**config.mk**
```make
export PLATFORM = sky130hd
export DESIGN_NAME = axis_spi_reg_arbiter_flat
export DESIGN_NICKNAME = d
export VERILOG_FILES = /design/src/rtl/axis_spi_pkg.sv /design/src/rtl/axis_spi_reg_arbiter_if.sv /design/src/rtl/axis_spi_rr_arb2.sv /design/src/rtl/axis_spi_reg_arbiter.sv /design/src/flat_wrapper.sv
export SDC_FILE = /design/constraint.sdc
export NUM_CORES = 1
export LEC_CHECK = 0
export CAP_MARGIN = 20
export CELL_PAD_IN_SITES_DETAIL_PLACEMENT = 1
export CELL_PAD_IN_SITES_GLOBAL_PLACEMENT = 1
export CORE_ASPECT_RATIO = 1.75
export CORE_MARGIN = 10
export CORE_UTILIZATION = 34
export DETAILED_ROUTE_END_ITERATION = 6
export GPL_TIMING_DRIVEN = 0
export PLACE_DENSITY_LB_ADDON = 0.2
export SETUP_SLACK_MARGIN = 0.02
export SLEW_MARGIN = 20
export SYNTH_ARGS = -nofsm -noshare
export SYNTH_HDL_FRONTEND = slang
export SYNTH_SLANG_ARGS = --single-unit
```
**constraint.sdc**
```tcl
create_clock -name aclk -period 2.32 [get_ports aclk]
set_input_delay 0.464 -clock aclk [delete_from_list [all_inputs] [get_ports aclk]]
set_output_delay 0.464 -clock aclk [all_outputs]
set_load 0.005 [all_outputs]
```
**src/rtl/axis_spi_pkg.sv**
```systemverilog
// Shared constants and helpers for the SPI register-access arbiter.
package axis_spi_pkg;

   localparam logic [2:0] ST_IDLE    = 3'd0;
   localparam logic [2:0] ST_SEND    = 3'd1;
   localparam logic [2:0] ST_WAIT_RX = 3'd2;
   localparam logic [2:0] ST_RESP    = 3'd3;
   localparam logic [2:0] ST_GAP     = 3'd4;

   localparam int IDX_W = 2;

   // First byte on the wire: read flag followed by the upper address bits.
   function automatic logic [7:0] hdr_byte(input logic rw, input logic [6:0] addr_hi);
      return {rw, addr_hi};
   endfunction

endpackage

```
**src/rtl/axis_spi_reg_arbiter_if.sv**
```systemverilog
// Request/response ports of both requesters plus the Tx/Rx streams to the SPI byte engine.
// slave = the arbiter's view, master = the requesters and SPI master side.
interface axis_spi_reg_arbiter_if;
   logic        req0_valid, req0_ready, req0_rw;
   logic [14:0] req0_addr;
   logic [7:0]  req0_wdata;
   logic        rsp0_valid, rsp0_err;
   logic [7:0]  rsp0_rdata;
   logic        req1_valid, req1_ready, req1_rw;
   logic [14:0] req1_addr;
   logic [7:0]  req1_wdata;
   logic        rsp1_valid, rsp1_err;
   logic [7:0]  rsp1_rdata;
   logic [7:0]  m_axis_tdata;
   logic        m_axis_tvalid, m_axis_tready;
   logic [7:0]  s_axis_tdata;
   logic        s_axis_tvalid, s_axis_tready;
   logic        busy;

   modport slave (
      input  req0_valid, req0_rw, req0_addr, req0_wdata,
      input  req1_valid, req1_rw, req1_addr, req1_wdata,
      output req0_ready, rsp0_valid, rsp0_rdata, rsp0_err,
      output req1_ready, rsp1_valid, rsp1_rdata, rsp1_err,
      output m_axis_tdata, m_axis_tvalid, input m_axis_tready,
      input  s_axis_tdata, s_axis_tvalid, output s_axis_tready,
      output busy
   );

   modport master (
      output req0_valid, req0_rw, req0_addr, req0_wdata,
      output req1_valid, req1_rw, req1_addr, req1_wdata,
      input  req0_ready, rsp0_valid, rsp0_rdata, rsp0_err,
      input  req1_ready, rsp1_valid, rsp1_rdata, rsp1_err,
      input  m_axis_tdata, m_axis_tvalid, output m_axis_tready,
      output s_axis_tdata, s_axis_tvalid, input s_axis_tready,
      input  busy
   );
endinterface

```
**src/rtl/axis_spi_rr_arb2.sv**
```systemverilog
// Two-way round-robin grant; the pointer flips to the loser on every accepted grant.
module axis_spi_rr_arb2 (
   input  logic clk,
   input  logic rst,
   input  logic i_req0,
   input  logic i_req1,
   input  logic i_accept,
   output logic o_gnt_valid,
   output logic o_gnt_id
);
   logic r_ptr;

   // Grant selection: pointer only matters when both requesters are valid.
   always_comb begin
      o_gnt_valid = i_req0 | i_req1;
      if (i_req0 && i_req1) begin
         o_gnt_id = r_ptr;
      end else if (i_req1) begin
         o_gnt_id = 1'b1;
      end else begin
         o_gnt_id = 1'b0;
      end
   end

   // Priority pointer update.
   always_ff @(posedge clk or posedge rst) begin
      if (rst) begin
         r_ptr <= 1'b0;
      end else if (i_accept) begin
         r_ptr <= ~o_gnt_id;
      end
   end
endmodule

```
**src/rtl/axis_spi_reg_arbiter.sv**
```systemverilog
// Shares one SPI byte engine between two register requesters; each transaction is
// three bytes sent one at a time, each followed by its echoed Rx byte.
module axis_spi_reg_arbiter
   import axis_spi_pkg::*;
#(
   parameter int TIMEOUT    = 1024,
   parameter int GAP_CYCLES = 8
) (
   input logic aclk,
   input logic aresetn,
   axis_spi_reg_arbiter_if.slave bus
);
   localparam int TW = $clog2((TIMEOUT > GAP_CYCLES) ? TIMEOUT : GAP_CYCLES) + 1;

   logic [2:0]       r_state;
   logic [IDX_W-1:0] r_idx;
   logic [TW-1:0]    r_timer;
   logic             r_gnt_id;
   logic             r_rw;
   logic [14:0]      r_addr;
   logic [7:0]       r_wdata;
   logic [7:0]       r_rdata;
   logic             r_err;

   logic       w_gnt_valid, w_gnt_id, w_accept, w_expire, w_gap_done;
   logic [7:0] w_tx_byte;

   axis_spi_rr_arb2 u_arb (
      .clk         (aclk),
      .rst         (aresetn),
      .i_req0      (bus.req0_valid),
      .i_req1      (bus.req1_valid),
      .i_accept    (w_accept),
      .o_gnt_valid (w_gnt_valid),
      .o_gnt_id    (w_gnt_id)
   );

   assign w_accept   = (r_state == ST_IDLE) && w_gnt_valid;
   // Expiry one count early so the response lands exactly TIMEOUT cycles after the Tx handshake.
   assign w_expire   = (r_timer == TW'(TIMEOUT - 2));
   assign w_gap_done = (r_timer == TW'(GAP_CYCLES - 1));

   // Byte selection for the current index.
   always_comb begin
      case (r_idx)
         2'd0:    w_tx_byte = hdr_byte(r_rw, r_addr[14:8]);
         2'd1:    w_tx_byte = r_addr[7:0];
         2'd2:    w_tx_byte = r_rw ? 8'h00 : r_wdata;
         default: w_tx_byte = 8'h00;
      endcase
   end

   // Transaction state machine; the timer doubles as the inter-transaction gap counter.
   always_ff @(posedge aclk or posedge aresetn) begin
      if (aresetn) begin
         r_state  <= ST_IDLE;
         r_idx    <= '0;
         r_timer  <= '0;
         r_gnt_id <= 1'b0;
         r_rw     <= 1'b0;
         r_addr   <= 15'h0000;
         r_wdata  <= 8'h00;
         r_rdata  <= 8'h00;
         r_err    <= 1'b0;
      end else begin
         case (r_state)
            ST_IDLE: begin
               if (w_gnt_valid) begin
                  r_gnt_id <= w_gnt_id;
                  r_rw     <= w_gnt_id ? bus.req1_rw    : bus.req0_rw;
                  r_addr   <= w_gnt_id ? bus.req1_addr  : bus.req0_addr;
                  r_wdata  <= w_gnt_id ? bus.req1_wdata : bus.req0_wdata;
                  r_idx    <= '0;
                  r_state  <= ST_SEND;
               end
            end
            ST_SEND: begin
               if (bus.m_axis_tready) begin
                  r_timer <= '0;
                  r_state <= ST_WAIT_RX;
               end
            end
            ST_WAIT_RX: begin
               if (bus.s_axis_tvalid) begin
                  if (r_idx == IDX_W'(2)) begin
                     r_rdata <= r_rw ? bus.s_axis_tdata : 8'h00;
                     r_err   <= 1'b0;
                     r_state <= ST_RESP;
                  end else begin
                     r_idx   <= r_idx + IDX_W'(1);
                     r_state <= ST_SEND;
                  end
               end else if (w_expire) begin
                  r_rdata <= 8'h00;
                  r_err   <= 1'b1;
                  r_state <= ST_RESP;
               end else begin
                  r_timer <= r_timer + TW'(1);
               end
            end
            ST_RESP: begin
               r_timer <= '0;
               r_state <= ST_GAP;
            end
            ST_GAP: begin
               if (w_gap_done) begin
                  r_timer <= '0;
                  r_state <= ST_IDLE;
               end else begin
                  r_timer <= r_timer + TW'(1);
               end
            end
            default: r_state <= ST_IDLE;
         endcase
      end
   end

   assign bus.req0_ready    = w_accept && !w_gnt_id;
   assign bus.req1_ready    = w_accept &&  w_gnt_id;
   assign bus.rsp0_valid    = (r_state == ST_RESP) && !r_gnt_id;
   assign bus.rsp1_valid    = (r_state == ST_RESP) &&  r_gnt_id;
   assign bus.rsp0_rdata    = bus.rsp0_valid ? r_rdata : 8'h00;
   assign bus.rsp1_rdata    = bus.rsp1_valid ? r_rdata : 8'h00;
   assign bus.rsp0_err      = bus.rsp0_valid && r_err;
   assign bus.rsp1_err      = bus.rsp1_valid && r_err;
   assign bus.m_axis_tvalid = (r_state == ST_SEND);
   assign bus.m_axis_tdata  = bus.m_axis_tvalid ? w_tx_byte : 8'h00;
   assign bus.s_axis_tready = (r_state == ST_WAIT_RX);
   assign bus.busy          = (r_state != ST_IDLE);
endmodule

```
**src/flat_wrapper.sv**
```systemverilog
// flat-port wrapper written by rule: the top's interface ports become plain ports
module axis_spi_reg_arbiter_flat import axis_spi_pkg::*;
#(
   parameter int TIMEOUT    = 1024,
   parameter int GAP_CYCLES = 8
)
  (aclk, aresetn, bus_req0_valid, bus_req0_rw, bus_req0_addr, bus_req0_wdata, bus_req1_valid, bus_req1_rw, bus_req1_addr, bus_req1_wdata, bus_req0_ready, bus_rsp0_valid, bus_rsp0_rdata, bus_rsp0_err, bus_req1_ready, bus_rsp1_valid, bus_rsp1_rdata, bus_rsp1_err, bus_m_axis_tdata, bus_m_axis_tvalid, bus_m_axis_tready, bus_s_axis_tdata, bus_s_axis_tvalid, bus_s_axis_tready, bus_busy);
  axis_spi_reg_arbiter_if bus_i ();
  input logic aclk;
  input logic aresetn;
  input wire logic [$bits(bus_i.req0_valid)-1:0] bus_req0_valid;
  input wire logic [$bits(bus_i.req0_rw)-1:0] bus_req0_rw;
  input wire logic [$bits(bus_i.req0_addr)-1:0] bus_req0_addr;
  input wire logic [$bits(bus_i.req0_wdata)-1:0] bus_req0_wdata;
  input wire logic [$bits(bus_i.req1_valid)-1:0] bus_req1_valid;
  input wire logic [$bits(bus_i.req1_rw)-1:0] bus_req1_rw;
  input wire logic [$bits(bus_i.req1_addr)-1:0] bus_req1_addr;
  input wire logic [$bits(bus_i.req1_wdata)-1:0] bus_req1_wdata;
  output wire logic [$bits(bus_i.req0_ready)-1:0] bus_req0_ready;
  output wire logic [$bits(bus_i.rsp0_valid)-1:0] bus_rsp0_valid;
  output wire logic [$bits(bus_i.rsp0_rdata)-1:0] bus_rsp0_rdata;
  output wire logic [$bits(bus_i.rsp0_err)-1:0] bus_rsp0_err;
  output wire logic [$bits(bus_i.req1_ready)-1:0] bus_req1_ready;
  output wire logic [$bits(bus_i.rsp1_valid)-1:0] bus_rsp1_valid;
  output wire logic [$bits(bus_i.rsp1_rdata)-1:0] bus_rsp1_rdata;
  output wire logic [$bits(bus_i.rsp1_err)-1:0] bus_rsp1_err;
  output wire logic [$bits(bus_i.m_axis_tdata)-1:0] bus_m_axis_tdata;
  output wire logic [$bits(bus_i.m_axis_tvalid)-1:0] bus_m_axis_tvalid;
  input wire logic [$bits(bus_i.m_axis_tready)-1:0] bus_m_axis_tready;
  input wire logic [$bits(bus_i.s_axis_tdata)-1:0] bus_s_axis_tdata;
  input wire logic [$bits(bus_i.s_axis_tvalid)-1:0] bus_s_axis_tvalid;
  output wire logic [$bits(bus_i.s_axis_tready)-1:0] bus_s_axis_tready;
  output wire logic [$bits(bus_i.busy)-1:0] bus_busy;
  assign bus_i.req0_valid = bus_req0_valid;
  assign bus_i.req0_rw = bus_req0_rw;
  assign bus_i.req0_addr = bus_req0_addr;
  assign bus_i.req0_wdata = bus_req0_wdata;
  assign bus_i.req1_valid = bus_req1_valid;
  assign bus_i.req1_rw = bus_req1_rw;
  assign bus_i.req1_addr = bus_req1_addr;
  assign bus_i.req1_wdata = bus_req1_wdata;
  assign bus_req0_ready = bus_i.req0_ready;
  assign bus_rsp0_valid = bus_i.rsp0_valid;
  assign bus_rsp0_rdata = bus_i.rsp0_rdata;
  assign bus_rsp0_err = bus_i.rsp0_err;
  assign bus_req1_ready = bus_i.req1_ready;
  assign bus_rsp1_valid = bus_i.rsp1_valid;
  assign bus_rsp1_rdata = bus_i.rsp1_rdata;
  assign bus_rsp1_err = bus_i.rsp1_err;
  assign bus_m_axis_tdata = bus_i.m_axis_tdata;
  assign bus_m_axis_tvalid = bus_i.m_axis_tvalid;
  assign bus_i.m_axis_tready = bus_m_axis_tready;
  assign bus_i.s_axis_tdata = bus_s_axis_tdata;
  assign bus_i.s_axis_tvalid = bus_s_axis_tvalid;
  assign bus_s_axis_tready = bus_i.s_axis_tready;
  assign bus_busy = bus_i.busy;
  axis_spi_reg_arbiter #(.TIMEOUT(TIMEOUT), .GAP_CYCLES(GAP_CYCLES)) u_core (.aclk(aclk), .aresetn(aresetn), .bus(bus_i));
endmodule
```
==> impl_metrics.env <==
export IMPL_antenna_left=0
export IMPL_grtUsageMet1_pct=17.4
export IMPL_syn2layout_area_growth_pct=57.0
export IMPL_setup_viol=0
export IMPL_dp_hpwl_um=7400
export IMPL_drive_gt1_share_pct=23.2
export IMPL_final_fill_count=915
export IMPL_cap_viol_max_count=0
export IMPL_design_area_um2=4410
export IMPL_grt_usage_pct=16.8
export IMPL_vias_per_cell=5.62
export IMPL_postSynthAreaPerCell_um2=9.88
export IMPL_route_detailed_wl_per_inst_um=21.0
export IMPL_antennaDiodeCount=0
export IMPL_clk_latency_ns=0.30
export IMPL_crit_family="simple AND/OR/NAND/NOR gates"
export IMPL_route_detailed_drc=0
export IMPL_cts_buffers=5
export IMPL_top_usage_layer="met2"
export IMPL_whs_ns=0.487
export IMPL_seqCellArea_um2=1280
export IMPL_yosysUniqueCellTypes=45
export IMPL_layout_commonest_cell="clkdlybuf4s50_1"
export IMPL_critPathKind="register to output pin"
export IMPL_die_h_um=140
export IMPL_die_width_um=88.7
export IMPL_rsz0062_at_grt="yes"
export IMPL_num_vias=2808
export IMPL_period_share_pct=98.0
export IMPL_syn_inst=284
export IMPL_finish_utilization_pct=55.0
export IMPL_synth_main_ff_cell="dfrtp_1"
export IMPL_cp_slowest_cell="dfrtp_1"
export IMPL_report_final_slew_viol_count=0
export IMPL_post_place_ws_ns=-0.758
export IMPL_cts_tree="done"
export IMPL_dp_cells=468
export IMPL_grtUsageMet3_pct=3.31
export IMPL_fmax_mhz=440
export IMPL_routed_wl_um=10500
export IMPL_cp_arrival_ns=1.81
export IMPL_numPortBuffers=94
export IMPL_drt_iter0_drc=178
export IMPL_ys_seq_elements=51
export IMPL_post_dp_cell_area_um2=3860
export IMPL_place_congestion=0.811
export IMPL_grt_max_degree=52
export IMPL_pin_count=95
export IMPL_end_kind="output pin"
export IMPL_synthArstFlopShare_pct=100
export IMPL_post_route_min_period_ns=2.27
export IMPL_max_slew_margin_rel_pct=55.7
export IMPL_cp_start_kind="register"
export IMPL_finalHoldViolCount=0
export IMPL_grt_pass1_vias=2972
export IMPL_final_cells=500
export IMPL_path_clk_slew_ns=0.07
export IMPL_ctsHoldBuffers=0
export IMPL_min_path_type="register to register"
export IMPL_clock_sinks=51
export IMPL_r2r_start="u_core.r_state[0]"
export IMPL_h_tree_depth=2
export IMPL_cp_common_cell="buf_6"
export IMPL_final_cell_mix="60 x clkdlybuf4s50_1, 49 x dfrtp_1, 31 x a222oi_1, 29 x inv_1, 25 x buf_4"
export IMPL_grt_overflow=0
export IMPL_crit_buf_inv=3
export IMPL_max_stage_delay_ns=0.41
export IMPL_worstPathMaxFanout=5
export IMPL_nets=477
export IMPL_start_util_pct=35.0
export IMPL_drt_pass1_iter_count=5
export IMPL_grt_pass1_wl_um=16300
export IMPL_antenna_found_initial=0
export IMPL_mappedNetlistArea_um2=2810
export IMPL_ys_warn_count=0
export IMPL_syn_nets=352
export IMPL_worst_pin_slew_ns=0.665
export IMPL_cellPowerDensity_nw_per_um2=1120
export IMPL_die_area_um2=12400
export IMPL_power_leakage_nw=2.13
export IMPL_cp_startpoint="u_core.r_state[2]"
export IMPL_synth_edf_count=0
export IMPL_hold_start="u_core.u_arb.r_ptr"
export IMPL_cts_root_buf="clkbuf_16"
export IMPL_status="finished, final reports clean"
export IMPL_use_met2_pct=31.8
export IMPL_cts_buffer_depth=2
export IMPL_fin_worst_skew_ns=0.00487
export IMPL_yosysSeqAreaShare_pct=45.5
export IMPL_multi_input_area_um2=1500
export IMPL_crit_chain="buf_6 -> nand2b_4 -> or3_4 -> buf_6 -> nor2_2 -> clkdlybuf4s15_2"
export IMPL_ir_drop_v=0.000446
export IMPL_core_area_um2=8020
export IMPL_fin_ws_ns=0.0458
export IMPL_cp_data_required_time_ns=1.86
export IMPL_row_count=43
## cell usage after synthesis (2+ instances only)
library cell / count / area share [%]
and2_1: 18 / 4.0
o21ai_0: 12 / 2.1
nor2_1: 13 / 1.7
o31ai_1: 6 / 1.6
buf_6: 2 / 0.80
nor2b_1: 2 / 0.45
nand2_1: 20 / 2.7
clkbuf_1: 13 / 1.7
dfrtp_1: 51 / 45
nand3_1: 5 / 0.89
inv_1: 31 / 4.1
ha_1: 6 / 2.7
buf_1: 2 / 0.27
and3_1: 13 / 2.9
a21oi_1: 2 / 0.36
a2bb2oi_1: 6 / 1.9
a21o_1: 3 / 0.80
a222oi_1: 31 / 11
buf_2: 3 / 0.53
or3_1: 4 / 0.89
mux2_2: 8 / 3.2
nand2b_1: 6 / 1.3
nor3_1: 5 / 0.89
## area by class of cell
| class | count | share of cell area (%) |
|---|---|---|
| clock inverter | 3 | 1.53 |
| buffer | 14 | 2.44 |
| multi-input combinational | 183 | 34.0 |
| sequential | 51 | 29.0 |
| clock buffer | 5 | 2.84 |
| timing repair buffer | 123 | 24.9 |
| tap | 90 | 2.56 |
| inverter | 31 | 2.70 |
## power by group
| group | total (W) | internal [W] | switching, W | leakage (nW) |
|---|---|---|---|---|
| clock network | 0.000971 | 0.000619 | 0.000352 | 0.0900 |
| registers | 0.00141 | 0.00118 | 0.000227 | 0.655 |
| logic | 0.00256 | 0.00128 | 0.00128 | 1.38 |
## kinds of logic after synthesis
| group | after synthesis | share of synthesized area [%] |
|---|---|---|
| compound gates | 73 | 22.6 |
| buf+inv | 51 | 7.49 |
| mux | 9 | 3.57 |
| flops | 51 | 45.5 |
| simple gates | 94 | 18.2 |
| fa+ha+maj | 6 | 2.67 |
## flip-flops by register name (all words and copies together) (netlist names)
signal,flops
u_core.r_addr,15
u_core.r_timer,11
u_core.r_rdata,8
u_core.r_wdata,8
u_core.r_state,3
u_core.r_idx,2
u_core.r_err,1
u_core.r_gnt_id,1
u_core.r_rw,1
u_core.u_arb.r_ptr,1
## metal layers
metal | share of wire (%) | routed length [um] | vias up
met3 | 5.1 | 531 | 9
met1 | 36 | 3830 | 1422
met5 | 0 | 0 | -
li1 | - | - | 1308
met2 | 57 | 6020 | 69
met4 | 1.2 | 124 | 0
## per-stage QoR
stage          power [W]  setup TNS [ns]
6_report         0.00494               0
5_1_grt          0.00527               0
4_1_cts          0.00477         -0.0855
3_5_place_dp     0.00338          -19.23
3_3_place_gp     0.00332          -45.88
2_1_floorplan    0.00255               0
## path summary, 6_finish.rpt
path                       slack [ns]  cells past startpoint             endpoint
min in group asynchronous        0.62                      2    u_core.r_addr[10]
max in group asynchronous        1.21                      2    u_core.r_state[0]
setup reg to reg                 0.13                      7   u_core.r_timer[10]
hold / removal                   0.49                      1   u_core.u_arb.r_ptr
setup / recovery                 0.05                      6  bus_m_axis_tdata[6]
hold reg to reg                  0.49                      1   u_core.u_arb.r_ptr
## timing repair
action                     4_1_cts  5_1_grt
gates resized for setup        100       18
setup endpoints to repair       50       22
cloned                           1        1
setup buffers                   20        8
pin swaps                        9        7
Note: power is estimated with default switching activity, not from simulation.
